`src/rtl/score_event_ctrl.sv`:
```
// score_event_ctrl: control side of the 4-bit up/down score counter.
// Raw hit/miss/clear events are synchronised, debounced and edge-detected,
// then arbitrated into single-cycle inc/dec/load pulses. A shadow copy of
// the score keeps the counter inside 0..MAX_SCORE and flags a win.
module score_event_ctrl #(
  parameter int DEBOUNCE_CYCLES = 4,
  parameter int MAX_SCORE       = 15,
  parameter int WIN_SCORE       = 15
) (
  input  logic       clk,
  input  logic       rst_n,
  input  logic       hit_in,
  input  logic       miss_in,
  input  logic       clear_in,
  output logic       inc_o,
  output logic       dec_o,
  output logic       ld_o,
  output logic [3:0] shadow_q,
  output logic       win_o,
  output logic [1:0] state_o
);

  typedef enum logic [1:0] {
    INIT = 2'd0,
    PLAY = 2'd1,
    WON  = 2'd2
  } state_t;

  // The debounce counter only ever needs to reach DEBOUNCE_CYCLES-1 before
  // the level flips on the following stable sample.
  localparam logic [7:0] DB_LAST = 8'(DEBOUNCE_CYCLES - 1);
  localparam logic [3:0] MAX_Q   = 4'(MAX_SCORE);
  localparam logic [3:0] WIN_Q   = 4'(WIN_SCORE);

  // Bit 0 = hit, bit 1 = miss, bit 2 = clear; all three paths are identical.
  logic [2:0] raw;
  logic [2:0] sync1;
  logic [2:0] sync2;
  logic [2:0] deb;
  logic [2:0] deb_d;
  logic [7:0] db_cnt [3];
  logic [2:0] rise;
  state_t     state;

  assign raw     = {clear_in, miss_in, hit_in};
  assign rise    = deb & ~deb_d;
  assign state_o = state;

  // Synchronise, debounce and delay each raw input so rising edges of the debounced level can be seen.
  always_ff @(posedge clk or negedge rst_n) begin
    if (!rst_n) begin
      sync1 <= '0;
      sync2 <= '0;
      deb   <= '0;
      deb_d <= '0;
      for (int i = 0; i < 3; i++) begin
        db_cnt[i] <= '0;
      end
    end else begin
      sync1 <= raw;
      sync2 <= sync1;
      deb_d <= deb;
      for (int i = 0; i < 3; i++) begin
        if (sync2[i] != deb[i]) begin
          if (db_cnt[i] == DB_LAST) begin
            deb[i]    <= sync2[i];
            db_cnt[i] <= '0;
          end else begin
            db_cnt[i] <= db_cnt[i] + 8'd1;
          end
        end else begin
          db_cnt[i] <= '0;
        end
      end
    end
  end

  // Arbitrate events into registered, mutually exclusive pulses and track the shadow score.
  always_ff @(posedge clk or negedge rst_n) begin
    if (!rst_n) begin
      state    <= INIT;
      inc_o    <= 1'b0;
      dec_o    <= 1'b0;
      ld_o     <= 1'b0;
      shadow_q <= '0;
      win_o    <= 1'b0;
    end else begin
      inc_o <= 1'b0;
      dec_o <= 1'b0;
      ld_o  <= 1'b0;
      case (state)
        INIT: begin
          ld_o     <= 1'b1;
          shadow_q <= '0;
          win_o    <= 1'b0;
          state    <= PLAY;
        end
        PLAY: begin
          if (rise[2]) begin
            ld_o     <= 1'b1;
            shadow_q <= '0;
          end else if (rise[0] && rise[1]) begin
            // Simultaneous hit and miss cancel each other out.
          end else if (rise[0]) begin
            if (shadow_q < MAX_Q) begin
              inc_o    <= 1'b1;
              shadow_q <= shadow_q + 4'd1;
              if ((shadow_q + 4'd1) == WIN_Q) begin
                state <= WON;
                win_o <= 1'b1;
              end
            end
          end else if (rise[1]) begin
            if (shadow_q != 4'd0) begin
              dec_o    <= 1'b1;
              shadow_q <= shadow_q - 4'd1;
            end
          end
        end
        WON: begin
          if (rise[2]) begin
            ld_o     <= 1'b1;
            shadow_q <= '0;
            win_o    <= 1'b0;
            state    <= PLAY;
          end
        end
        default: begin
          state <= INIT;
          win_o <= 1'b0;
        end
      endcase
    end
  end

endmodule
```
`config.mk`:
```
export PLATFORM = sky130hd
export DESIGN_NAME = score_event_ctrl
export DESIGN_NICKNAME = d
export VERILOG_FILES = /design/src/rtl/score_event_ctrl.sv
export SDC_FILE = /design/constraint.sdc
export NUM_CORES = 1
export LEC_CHECK = 0
export ABC_AREA = 1
export BUFFER_PORTS_ARGS = -buffer_cell sky130_fd_sc_hd__buf_2
export CAP_MARGIN = 5
export CORE_UTILIZATION = 60
export CTS_CLUSTER_DIAMETER = 60
export DETAILED_ROUTE_END_ITERATION = 10
export MAX_ROUTING_LAYER = met4
export PLACE_DENSITY = 0.88
export SETUP_SLACK_MARGIN = 0.15
export SLEW_MARGIN = 20
export SYNTH_ARGS = -nofsm -noshare
export SYNTH_HDL_FRONTEND = slang
export SYNTH_SLANG_ARGS = --single-unit
```
`constraint.sdc`:
```
create_clock -name clk -period 1.63 [get_ports clk]
set_input_delay 0.163 -clock clk [delete_from_list [all_inputs] [get_ports clk]]
set_output_delay 0.163 -clock clk [all_outputs]
set_load 0.02 [all_outputs]
```
# Yosys cells after proc, flatten, opt, wreduce, memory -nomap -nowiden
# Index checks and enable logic that the tools add are counted.
[totals]
regBits = 46
in_bits = 5
[op_classes]
addsub = 5
magnitude_cmp = 1
n_eq_ne = 19
mux = 41
n_bitwise = 2
reduce_logical = 10
[ops]
columns = ["operator", "count"]
rows = [
  ["8-bit 2-to-1 mux", 6],
  ["4-bit 2-to-1 mux", 7],
  ["8-bit by 1-bit adder with 8-bit output (second input constant)", 3],
  ["8-bit by 2-bit == test with 1-bit output (second input constant)", 3],
  ["1-bit 2-to-1 mux", 18],
  ["2-bit 2-to-1 mux", 6],
  ["2-bit != test (second input constant)", 6],
  ["4-bit != test (second input constant)", 3],
  ["4-bit case mux with 3 select lines", 1],
  ["6-bit AND reduction", 2],
  ["2-bit case mux with 3 select lines", 1],
  ["2-bit AND reduction", 3],
  ["4-bit by 1-bit adder with 4-bit output (second input constant)", 1],
  ["4-bit == test (second input constant)", 1],
  ["4-bit less-than comparator (second input constant)", 1],
  ["1-bit case mux with 2 select lines", 2],
  ["4-bit nonzero test", 1],
  ["4-bit by 1-bit subtractor with 4-bit output (second input constant)", 1],
  ["3-bit bitwise AND", 1],
  ["1-bit != test", 3],
  ["3-bit != test (second input constant)", 1],
  ["3-bit NOT", 1],
  ["3-bit nonzero test", 1],
  ["2-bit by 1-bit == test with 1-bit output (second input constant)", 1],
  ["other kinds (4)", 4],
]

# Longest topological paths before layout
[logic_depth]
word_depth = 8
mapped_depth = 9

# Worst setup path after synthesis
# OpenSTA, ideal clock, no wires.
[synth_path]
path_kind = "register to register"
from = "register shadow_q[1]"
to = "register shadow_q[0]"
setup_ns = 0.121
arrival_ns = 1.339
required_ns = 1.509
setup_slack_ns = 0.169
path_stages_with_launch = 9
path_buffers = 0
synth_period_minus_slack_ns = 1.461
path_cell_list = "dfrtp_1 ha_1 nand3_1 nor2_2 nand2_1 nand2_4 nor2_8 nand2_1 o21ai_2"
[synth_via]
elab_chain_cells = 3
[synth_rtl]
columns = ["item", "line", "rtl"]
rows = [
  ["start, declared", "18", "output logic [3:0] shadow_q,"],
  ["start signal, assigned", "107", "shadow_q <= shadow_q + 4'd1;"],
  ["start signal, assigned", "116", "shadow_q <= shadow_q - 4'd1;"],
  ["4-bit less-than comparator or 4-bit nonzero test (tied branches)", "105, 114", ""],
  ["4-bit != test (no source line)", "--", ""],
  ["6-bit AND reduction (no source line) (*)", "--", ""],
]
# Every way passes the cells marked *; elsewhere a longest branch is shown, timed or not.
# A chain may end at the register's enable or synchronous reset.

# Worst setup path in the final report
[layout_path]
from = "register shadow_q[0]"
to = "register state[0], in the netlist state_o[0]"
[layout_via]
elab_chain_cells = 4
[layout_rtl]
columns = ["item", "line", "rtl"]
rows = [
  ["4-bit by 1-bit adder with 4-bit output", "108", "if ((shadow_q + 4'd1) == WIN_Q) begin"],
  ["4-bit == test", "108", ""],
  ["2-bit != test (no source line)", "--", ""],
  ["6-bit AND reduction (no source line) (*)", "--", ""],
  ["end signal, assigned", "109", "state <= WON;"],
  ["end signal, assigned", "125", "state <= PLAY;"],
  ["end signal, assigned", "129", "state <= INIT;"],
  ["end, declared", "43", "state_t state;"],
]
# Marks and branches as above.

==> metrics.json <==
{
  "global_route": {
    "first_global_vias": 1789,
    "grt_antenna_before_repair": 0,
    "grt_overflow": 0,
    "grt_max_degree": 26,
    "groute.usage.overall": 0.2424,
    "grt_pass1_wl_microns": 7389
  },
  "logic_synthesis": {
    "synthCells": 273,
    "synthArstFlopShare": 1.000,
    "synth_seq_area_share": 0.4889,
    "ys_warns": 0,
    "count_of_flip_flops_with_a_built_in_enable_after_synthesis": 0,
    "mappedNetlistNets": 289,
    "yosys_register_bits": 45,
    "syn_area_sq_mm": 0.002303,
    "synth_flop_cell": "sky130_fd_sc_hd__dfrtp_1",
    "synth.distinct_cells": 25,
    "synthesis.area_per_instance_sq_um": 8.438
  },
  "detailed_routing": {
    "drt-vias-per-instance": 5.341,
    "antenna_violating_nets_post_route": 0,
    "post-route-drc-count": 0,
    "drtPass1Iterations": 4,
    "drt_total_wl_microns": 4397,
    "wire_per_inst_microns": 12.71,
    "vias": 1848,
    "dr.first_iter.drc_count": 184
  },
  "setup_path": {
    "maximum_fanout_encountered_on_the_critical_timing_path": 6,
    "worst_r2r_path_depth": 9,
    "worst_r2r_setup_slack_ns": 0.18,
    "startpoint": "shadow_q[0]",
    "end_kind": "flip-flop",
    "critical_path.reg2reg.endpoint": "state_o[0]",
    "worst-endpoint-arrival_ns": 1.63,
    "crit_type": "flip-flop to flip-flop",
    "rr_startpoint": "shadow_q[0]",
    "worst_ep_required_time_ns": 1.81,
    "critical_path.startpoint_type": "flip-flop"
  },
  "cts": {
    "cts_root_buffer": "sky130_fd_sc_hd__clkbuf_8",
    "clock_sink_count": 45,
    "clock_tree_from_tritoncts": "done",
    "clk-insertion-delay-late_ns": 0.29,
    "cts-root-to-sink-buffers": 2,
    "cts_inserted_buffers": 5,
    "worst_setup_hold_path_clk_slew_ns": 0.08,
    "clock_tree.htree_level_count": 2
  },
  "place": {
    "gp_congestion": 1.023,
    "detailedPlacementHpwl_microns": 3116,
    "io_buffer_count": 14,
    "dp_slack_ns": 0.07651
  },
  "sta": {
    "whs_ns": 0.3568,
    "max_slew.worst_pin.slew_ns": 0.4935,
    "finalWorstPathRequiredPeriod_ns": 1.449,
    "tns_ns": 0,
    "rsz0062_at_grt": "yes",
    "final.setup.worst_slack_ns": 0.1806,
    "max_freq_mhz": 689.9,
    "finalCritPeriodShare": 0.8892,
    "worst_clock_skew_ns": 0.007603,
    "final-hold-violation-count": 0,
    "report.final.setup_viol": 0,
    "relative_slew_slack": 0.6710,
    "slew_violations": 0
  },
  "power": {
    "total_power_mw": 3.866,
    "powerDensity_mw_per_mm2": 1476,
    "vdd_ir_drop_max_v": 0.0009964,
    "power.leakage_nw": 1.257
  },
  "hold_path": {
    "min-delay-path-class": "input pin to asynchronous set/reset pin"
  },
  "floorplan": {
    "floorplan.io_pins": 15,
    "design.core.area_sq_mm": 0.003661,
    "floorplan.die.width_microns": 63.96,
    "die-area_sq_mm": 0.004091,
    "floorplan.initialDensity": 0.6292,
    "fp.dieH_microns": 63.96,
    "rows": 22
  },
  "layout": {
    "finish.net_count": 315,
    "n_antenna_cell": 0,
    "syn_to_final_growth_pct": 13.69,
    "fillers": 275,
    "drive_above_1_share": 0.1812
  },
  "run": {
    "maxCapViolations": 0
  },
  "outcome": {
    "status": "finished, final reports clean"
  }
}
[layout make-up]
cell class / instances / area [sq um] / area share
tap: 48 / 60.06 / 0.02293
clock buffer: 5 / 68.82 / 0.02628
inverter: 40 / 150.1 / 0.05733
sequential: 45 / 1130 / 0.4314
multi-input combinational: 186 / 1060 / 0.4047
timing repair buffer: 21 / 145.1 / 0.05542
clock inverter: 1 / 5.005 / 0.001911
[routing by layer]
| metal | routed length, microns | part of all wire | global-route usage |
|---|---|---|---|
| met4 | 61 | 0.014 | 0.06818 |
| met2 | 2286 | 0.52 | 0.4269 |
| met1 | 1863 | 0.42 | 0.2773 |
| met5 | 0 | 0 | - |
| met3 | 185 | 0.042 | 0.05179 |
[logic make-up after synthesis]
group,Yosys count,share of synthesized area
fa+ha+maj,11,0.05975
xor+xnor,10,0.03802
buf+inv,42,0.07170
simple gates,143,0.2895
compound gates,22,0.05215
flops,45,0.4889
[placed cells by master, fill, tap and decap left out, drive strengths merged]
master / synthesis / layout
xnor2: 6 / 6
a21boi: 1 / 1
nand2: 52 / 52
dfrtp: 45 / 45
clkinv: 0 / 1
ha: 11 / 11
xor2: 4 / 4
nor4: 1 / 1
clkbuf: 0 / 5
nand4: 7 / 7
nand3: 19 / 19
buf: 2 / 17
nor3: 3 / 3
nor2: 58 / 58
inv: 40 / 40
o21ai: 11 / 11
dlygate4sd3: 0 / 4
a21oi: 10 / 10
nor3b: 3 / 3
[synth_stat cells (2+ instances only)]
cell / instances / area (sq um)
sky130_fd_sc_hd__nor3_1: 3 / 15.01
sky130_fd_sc_hd__nor2_1: 53 / 198.9
sky130_fd_sc_hd__inv_2: 2 / 7.510
sky130_fd_sc_hd__nand2_2: 6 / 37.54
sky130_fd_sc_hd__nor3b_1: 3 / 22.52
sky130_fd_sc_hd__xor2_1: 4 / 35.03
sky130_fd_sc_hd__o21ai_0: 5 / 25.02
sky130_fd_sc_hd__inv_1: 38 / 142.6
sky130_fd_sc_hd__nor2_4: 2 / 22.52
sky130_fd_sc_hd__nand3_1: 18 / 90.09
sky130_fd_sc_hd__dfrtp_1: 45 / 1126
sky130_fd_sc_hd__ha_1: 11 / 137.6
sky130_fd_sc_hd__nand2_4: 2 / 22.52
sky130_fd_sc_hd__nor2_2: 2 / 12.51
sky130_fd_sc_hd__buf_4: 2 / 15.01
sky130_fd_sc_hd__nand2_1: 44 / 165.2
sky130_fd_sc_hd__o21ai_1: 4 / 20.02
sky130_fd_sc_hd__nand4_1: 7 / 43.79
sky130_fd_sc_hd__o21ai_2: 2 / 17.52
sky130_fd_sc_hd__a21oi_1: 10 / 50.05
sky130_fd_sc_hd__xnor2_1: 6 / 52.55
[critical path, cell delays in order, from the launching register on]
cell	delay, ns
sky130_fd_sc_hd__dfrtp_2	0.46
sky130_fd_sc_hd__ha_4	0.20
sky130_fd_sc_hd__nand2_1	0.08
sky130_fd_sc_hd__inv_1	0.05
sky130_fd_sc_hd__nor2_1	0.11
sky130_fd_sc_hd__nand2_1	0.07
sky130_fd_sc_hd__nor2_1	0.08
sky130_fd_sc_hd__nand3_1	0.13
sky130_fd_sc_hd__nand3_1	0.10
sky130_fd_sc_hd__nand2_1	0.06
[sequential cells by signal, summed over array words and instances (netlist names)]
name      cells
db_cnt       24
shadow_q      4
deb           3
deb_d         3
sync1         3
sync2         3
dec_o         1
inc_o         1
ld_o          1
state_o       1
win_o         1
[power by group]
group          total (mW)  internal (mW)  switching [mW]
Combinational        1.63          0.594            1.03
Clock               0.622          0.282           0.340
Sequential           1.62           1.36           0.256
[how the worst max path moves through the flow]
stage                             end  cells past startpoint  slack, ns
after floorplan           shadow_q[0]                      8       0.17
after global placement    shadow_q[2]                      9       0.15
after detailed placement  shadow_q[0]                      9       0.08
after CTS                 shadow_q[0]                      9       0.17
after global routing       state_o[0]                      9       0.11
final                      state_o[0]                      9       0.18
[per-stage QoR]
| step | instances | cell area, sq um | utilization |
|---|---|---|---|
| after floorplan | 273 | 2303 | - |
| after global placement | 334 | 2439 | 0.6661 |
| after detailed placement | 334 | 2439 | 0.6661 |
| after CTS | 345 | 2565 | 0.7006 |
| after global routing | 346 | 2619 | 0.7153 |
| final | 346 | 2619 | 0.7153 |
[timing repair]
item | CTS | global route
hold endpoints to repair | 23 | 0
setup buffers | 1 | 1
cloned | 0 | 0
resized for setup | 2 | 15
pin swaps | 0 | 3
hold buffers | 4 | 0
setup endpoints to repair | 4 | 6
No activity file was read; power rests on OpenSTA's default activity.
